## config.mk

```make
export PLATFORM = sky130hd
export DESIGN_NAME = mem_arbiter
export DESIGN_NICKNAME = d
export VERILOG_FILES = /design/src/rtl/mem_arbiter.sv
export SDC_FILE = /design/constraint.sdc
export NUM_CORES = 1
export LEC_CHECK = 0
export CAP_MARGIN = 20
export CORE_MARGIN = 8
export CORE_UTILIZATION = 35
export CTS_CLUSTER_SIZE = 12
export DETAILED_ROUTE_END_ITERATION = 10
export PLACE_DENSITY = 0.72
export SYNTH_ARGS = -nofsm -noshare
export SYNTH_HDL_FRONTEND = slang
export SYNTH_SLANG_ARGS = --single-unit
```

## constraint.sdc

```tcl
create_clock -name clock -period 11 [get_ports clock]
set_input_delay 3.3 -clock clock [delete_from_list [all_inputs] [get_ports clock]]
set_output_delay 3.3 -clock clock [all_outputs]
set_load 0.05 [all_outputs]
```

## src/rtl/mem_arbiter.sv

```systemverilog
// rtl/mem_arbiter.sv - fetch/data arbiter in front of a single-port memory
module mem_arbiter #(
  parameter int MAX_STREAK = 4
) (
  input  logic        clock,
  input  logic        reset,
  input  logic        if_req,
  input  logic [31:0] if_addr,
  output logic [31:0] if_rdata,
  output logic        if_ack,
  input  logic        d_req,
  input  logic        d_we,
  input  logic [31:0] d_addr,
  input  logic [31:0] d_wdata,
  output logic [31:0] d_rdata,
  output logic        d_ack,
  output logic        mem_req,
  output logic        mem_we,
  output logic [31:0] mem_addr,
  output logic [31:0] mem_wdata,
  input  logic [31:0] mem_rdata,
  input  logic        mem_ready,
  output logic        stall_if,
  output logic        stall_mem
);

  localparam int STREAK_W = (MAX_STREAK < 1) ? 1 : $clog2(MAX_STREAK + 1);
  localparam logic [STREAK_W-1:0] STREAK_MAX = STREAK_W'(MAX_STREAK);

  typedef enum logic [1:0] {
    IDLE    = 2'd0,
    BUSY_IF = 2'd1,
    BUSY_D  = 2'd2
  } state_t;

  state_t              r_state;
  state_t              w_next_state;
  logic                w_grant_if;
  logic                w_grant_d;
  logic                w_if_qual;
  logic                w_d_qual;
  logic                w_arb_en;
  logic [STREAK_W-1:0] r_streak;

  logic        r_mem_req;
  logic        r_mem_we;
  logic [31:0] r_mem_addr;
  logic [31:0] r_mem_wdata;
  logic        r_if_ack;
  logic        r_d_ack;
  logic [31:0] r_if_rdata;
  logic [31:0] r_d_rdata;

  // A request whose ack is showing has just been served and must not be re-granted.
  assign w_if_qual = if_req & ~r_if_ack;
  assign w_d_qual  = d_req & ~r_d_ack;
  // The ack cycle is a turnaround: the finished requester gets one cycle to
  // drop or re-issue, so a continuously re-requesting data port still competes
  // with a waiting fetch and the streak limit decides between them.
  assign w_arb_en  = ~r_if_ack & ~r_d_ack;

  // State register.
  always_ff @(posedge clock or posedge reset) begin
    if (reset) r_state <= IDLE;
    else       r_state <= w_next_state;
  end

  // Next-state and grant decode.
  always_comb begin
    w_next_state = r_state;
    w_grant_if   = 1'b0;
    w_grant_d    = 1'b0;
    case (r_state)
      IDLE: begin
        if (w_arb_en) begin
          if (w_d_qual && !(w_if_qual && (r_streak == STREAK_MAX))) begin
            w_grant_d    = 1'b1;
            w_next_state = BUSY_D;
          end else if (w_if_qual) begin
            w_grant_if   = 1'b1;
            w_next_state = BUSY_IF;
          end
        end
      end
      BUSY_IF, BUSY_D: begin
        if (mem_ready) w_next_state = IDLE;
      end
      default: w_next_state = IDLE;
    endcase
  end

  // Memory command capture, completion and read-data return.
  always_ff @(posedge clock or posedge reset) begin
    if (reset) begin
      r_mem_req   <= 1'b0;
      r_mem_we    <= 1'b0;
      r_mem_addr  <= 32'd0;
      r_mem_wdata <= 32'd0;
      r_if_ack    <= 1'b0;
      r_d_ack     <= 1'b0;
      r_if_rdata  <= 32'd0;
      r_d_rdata   <= 32'd0;
    end else begin
      r_if_ack <= 1'b0;
      r_d_ack  <= 1'b0;
      if (w_grant_d) begin
        r_mem_req   <= 1'b1;
        r_mem_we    <= d_we;
        r_mem_addr  <= d_addr;
        r_mem_wdata <= d_wdata;
      end else if (w_grant_if) begin
        r_mem_req   <= 1'b1;
        r_mem_we    <= 1'b0;
        r_mem_addr  <= if_addr;
        r_mem_wdata <= 32'd0;
      end else if (mem_ready && (r_state != IDLE)) begin
        r_mem_req <= 1'b0;
        if (r_state == BUSY_IF) begin
          r_if_rdata <= mem_rdata;
          r_if_ack   <= 1'b1;
        end else begin
          if (!r_mem_we) r_d_rdata <= mem_rdata;
          r_d_ack <= 1'b1;
        end
      end
    end
  end

  // Consecutive data grants while a fetch is pending, saturating at the limit.
  always_ff @(posedge clock or posedge reset) begin
    if (reset) begin
      r_streak <= '0;
    end else if (w_grant_d) begin
      if (!if_req)                    r_streak <= '0;
      else if (r_streak != STREAK_MAX) r_streak <= r_streak + STREAK_W'(1);
    end else if (w_grant_if) begin
      r_streak <= '0;
    end
  end

  assign mem_req   = r_mem_req;
  assign mem_we    = r_mem_we;
  assign mem_addr  = r_mem_addr;
  assign mem_wdata = r_mem_wdata;
  assign if_ack    = r_if_ack;
  assign d_ack     = r_d_ack;
  assign if_rdata  = r_if_rdata;
  assign d_rdata   = r_d_rdata;
  assign stall_if  = if_req & ~r_if_ack;
  assign stall_mem = d_req & ~r_d_ack;

endmodule

```

Yosys cells after proc, flatten, opt, wreduce, memory -nomap -nowiden:

Cells that the tools add are included.
Widths: inputs -> output; s select.

* ROM bits: 0
* bits in registers: 137
* memories kept: 0
* word-level logic and storage cells: 74
* bits in writable memories: 0
* output and inout bits: 134
* bits in latches: 0
* input port bits: 134

* eq/ne operators: 8
* bitwise logic cells: 9
* div/mod/pow operators: 0
* $mul: 0
* muxes and demuxes: 33
* shifts and indexed selects: 0
* add/subtract/negate cells: 1
* reductions and logical operators: 13
* order comparisons: 0

Operator list (number)
* $mux 32: 4
* $mux 1: 20
* $mux 3: 4
* $mux 2: 4
* $ne 3x3->1 const B: 2
* $not 1->1: 6
* $reduce_and 5->1: 1
* $ne 2x2->1 const B: 2
* $pmux 2 s2: 1
* $reduce_and 4->1: 1
* $reduce_bool 2->1: 2
* $add 3x1->3 const B: 1
* $and 1x1->1: 3
* $eq 3x3->1 const B: 1
* $logic_and 1x1->1: 3
* $ne 3x2->1 const B: 1
* $reduce_and 3->1: 1
* $reduce_bool 3->1: 1
* $eq 2x1->1 const B: 1
* $eq 2x2->1 const B: 1
* $logic_not 2->1: 1
* $reduce_and 2->1: 1
* $reduce_or 2->1: 1
* $logic_not 1->1: 1

Depth between registers and ports, before layout:

* word-level depth: 10
* gate-level depth with buffers: 8
* gate-level depth less buffers: 6

Least setup slack after synthesis:

No wires, ideal clock.

* path type: input -> output
* start point: input port d_req
* end point: output port stall_mem
* buffers on the path: 0
* data required time: 7.700 ns
* arrival time: 4.053 ns
* setup slack: 3.647 ns
* cell stages on the path: 1
* cell sequence: nor2b_1

* word-level cells in the longest chain between the ends: 1

Ends and longest elaborated chain
* from (decl): RTL line 11 `input logic d_req,`
* $and 1x1->1: RTL line 150 `assign stall_mem = d_req & ~r_d_ack;`
* to (decl): RTL line 24 `output logic stall_mem`

Every way passes these cells.

Worst setup path in the final report:

Ends and elaborated chain as after synthesis.

==> results.json <==
{
  "outcome": "finished, final reports clean",
  "routedWlPerCell_um": 19.5,
  "ys_types": 27,
  "postCtsSetupBuffers": 0,
  "yosys_most_used_dff": "dfrtp_1",
  "hp-class": "reg2reg",
  "hold_buffers": 0,
  "r2r-start": "r_state[0]$_DFFE_PP0P_",
  "antenna_left": 0,
  "synth_edf_count": 0,
  "nets": 799,
  "worst-setup-path-type": "in2out",
  "synth_top_family_by_area": "multiplexers",
  "die_x_um": 139,
  "wl_met3_um": 2060,
  "area_delta_synth_final_pct": 63.2,
  "cp_top_family": "buffers and inverters",
  "layout-drive-gt1-share_pct": 15.2,
  "final_core_util_pct": 57.8,
  "min_to": "mem_addr[18]$_DFFE_PP0P_",
  "yosys.area_share.simple_pct": 4.23,
  "synthesis.instances": 399,
  "dieArea_sq_um": 19400,
  "drtPass1Iterations": 4,
  "reg2reg_depth": 5,
  "critPathMaxStageDelay_ps": 860,
  "cp.required_ps": 7700,
  "fp.dieH_um": 139,
  "synth_adder_area_share_pct": 0.939,
  "cpMostUsedCell": "clkdlybuf4s50_1",
  "async_reset_ff_share_pct": 100,
  "fmax_ghz": 0.122,
  "grt_max_degree": 102,
  "drc": 0,
  "total_power_mw": 3.27,
  "grt_pass1_wl_um": 26600,
  "relSlewSlack_pct": 35.4,
  "cp_max_fo": 3,
  "pwr_density_cell_nw_per_um2": 376,
  "drv_slew": 0,
  "dr.max_layer_used": "met4",
  "end_kind": "output pin",
  "min_path_cells": 2,
  "cts_tree": "done",
  "core_sq_um": 15000,
  "hold_start": "mem_addr[18]$_DFFE_PP0P_",
  "cts_max_path_buffers": 2,
  "antenna_found_initial": 1,
  "yosys_register_bits": 137,
  "post-dp-hpwl_um": 12400,
  "initialDrtViolationCount": 130,
  "arrival_ps": 4880,
  "top_level_ports": 268,
  "synth_compound_area_share_pct": 13.4,
  "cts-root-buf": "clkbuf_16",
  "synth_fp_nets": 537,
  "finalSetupTns_ps": 0,
  "met1_length_um": 6750,
  "crit_path_top_delay_cell": "clkdlybuf4s50_1",
  "rsz0062_at_grt": "no",
  "fin_crit_sh_pct": 74.4,
  "max_cap_violations": 0,
  "hold_ws_ps": 479,
  "grt_pass1_vias": 4766,
  "clock_sinks": 137,
  "path_clk_slew_ps": 50,
  "num_vias": 4295,
  "place.gp.congestion": 0.787,
  "r2r-end": "d_rdata[18]$_DFFE_PP0P_",
  "grt_usage_pct": 17.4,
  "worst_pin_slew_ps": 969,
  "yosysWarnings": 0,
  "path_buf_inv": 2,
  "grt_overflow": 0,
  "start_kind": "input pin",
  "ys_seq_area_share_pct": 64.3,
  "synth.avg_cell_area_sq_um": 13.4,
  "syn_area_sq_um": 5330,
  "route.met2.wl_um": 7710,
  "viasPerCell": 4.99,
  "cts_resized": 0,
  "worstSkewPairLatency_ps": 410,
  "start_util_pct": 35.4,
  "portBuffers": 267,
  "synth.area.mux_share_pct": 13.5,
  "htree_num_levels": 4,
  "synth_xor_area_share_pct": 0,
  "wl_um": 16800,
  "rows": 45,
  "fin_skew_ps": 11.8,
  "fin_crit_ps": 8180,
  "peakVddDrop_uv": 225,
  "numCtsBuffers": 17,
  "leakage_nw": 3.68,
  "rrSetupSlack_ps": 8630,
  "hold_viol": 0,
  "setup_viol": 0,
  "path_cells": "clkdlybuf4s50_1, nor2b_1, clkdlybuf4s50_1"
}
tightest hold or removal path: stages (launching register included):
cell and delay [ps]:
dfrtp_1 330, nand2_1 40, o21ai_0 60
registers in the layout (all words and copies together) (netlist names):
register   flops
d_ack          1
d_rdata       32
if_ack         1
if_rdata      32
mem_addr      32
mem_req        1
mem_wdata     32
mem_we         1
r_state        2
r_streak       3
cell usage after synthesis (2+ instances only):
cell,count,area [sq um]
buf_6,2,22.5
nand3_1,3,15.0
nand2_1,35,131
buf_2,19,95.1
a22o_1,34,298
dfrtp_1,137,3430
inv_1,7,26.3
o22ai_1,32,200
clkbuf_1,4,15.0
ha_1,4,50.1
o21ai_0,15,75.1
mux2_2,63,709
buf_4,3,22.5
o21ai_1,23,115
nor2b_1,5,31.3
nor2_1,2,7.51
cell families after synthesis:
| family | after synthesis |
|---|---|
| flops | 137 |
| compound gates | 107 |
| mux | 64 |
| simple gates | 50 |
| buf+inv | 37 |
| fa+ha+maj | 4 |
per-stage QoR:
stage          instance area (sq um)  setup WS (ps)  cells
6_report                        8690           2820    861
5_1_grt                         8690           2770    861
4_1_cts                         8670           2820    859
3_5_place_dp                    8120           2830    829
3_3_place_gp                    8120           2860    829
2_1_floorplan                   5330           3650    399
cells in the final DEF, fill, tap and decap left out, drive strengths merged, types with 4 or more instances in the layout:
| cell | netlist | final |
|---|---|---|
| buf | 24 | 5 |
| o22ai | 32 | 32 |
| nand2 | 35 | 35 |
| dfrtp | 137 | 137 |
| clkdlybuf4s50 | 0 | 267 |
| nor2b | 5 | 5 |
| ha | 4 | 4 |
| o21ai | 38 | 38 |
| inv | 8 | 8 |
| mux2 | 64 | 64 |
| clkbuf | 5 | 22 |
| clkinv | 0 | 4 |
| a22o | 34 | 34 |
where the power goes:
group	switching, mW	internal [mW]
logic	1.22	0.654
clock network	0.200	0.324
registers	0.129	0.746
layer usage:
metal / vias to the layer above / track usage (%)
li1: 1967 / -
met1: 2099 / 19.4
met2: 211 / 27.7
met3: 18 / 9.71
met4: 0 / 5.95
met5: - / 0
worst max path at each step:
stage | from | endpoint | slack, ps | cells after the start
after floorplan | d_req | stall_mem | 3650 | 1
final | d_req | stall_mem | 2820 | 3
after CTS | d_req | stall_mem | 2820 | 3
after global placement | d_req | stall_mem | 2860 | 3
after detailed placement | d_req | stall_mem | 2830 | 3
after global routing | d_req | stall_mem | 2770 | 3
final cells by class:
class	instances	area [sq um]
inverter	8	35.0
fill	1219	6340
sequential	137	3430
multi-input combinational	225	1720
timing repair buffer	272	2720
tap	188	235
clock buffer	22	474
antenna	1	2.50
clock inverter	8	72.6
(Power assumes the default switching activity.)
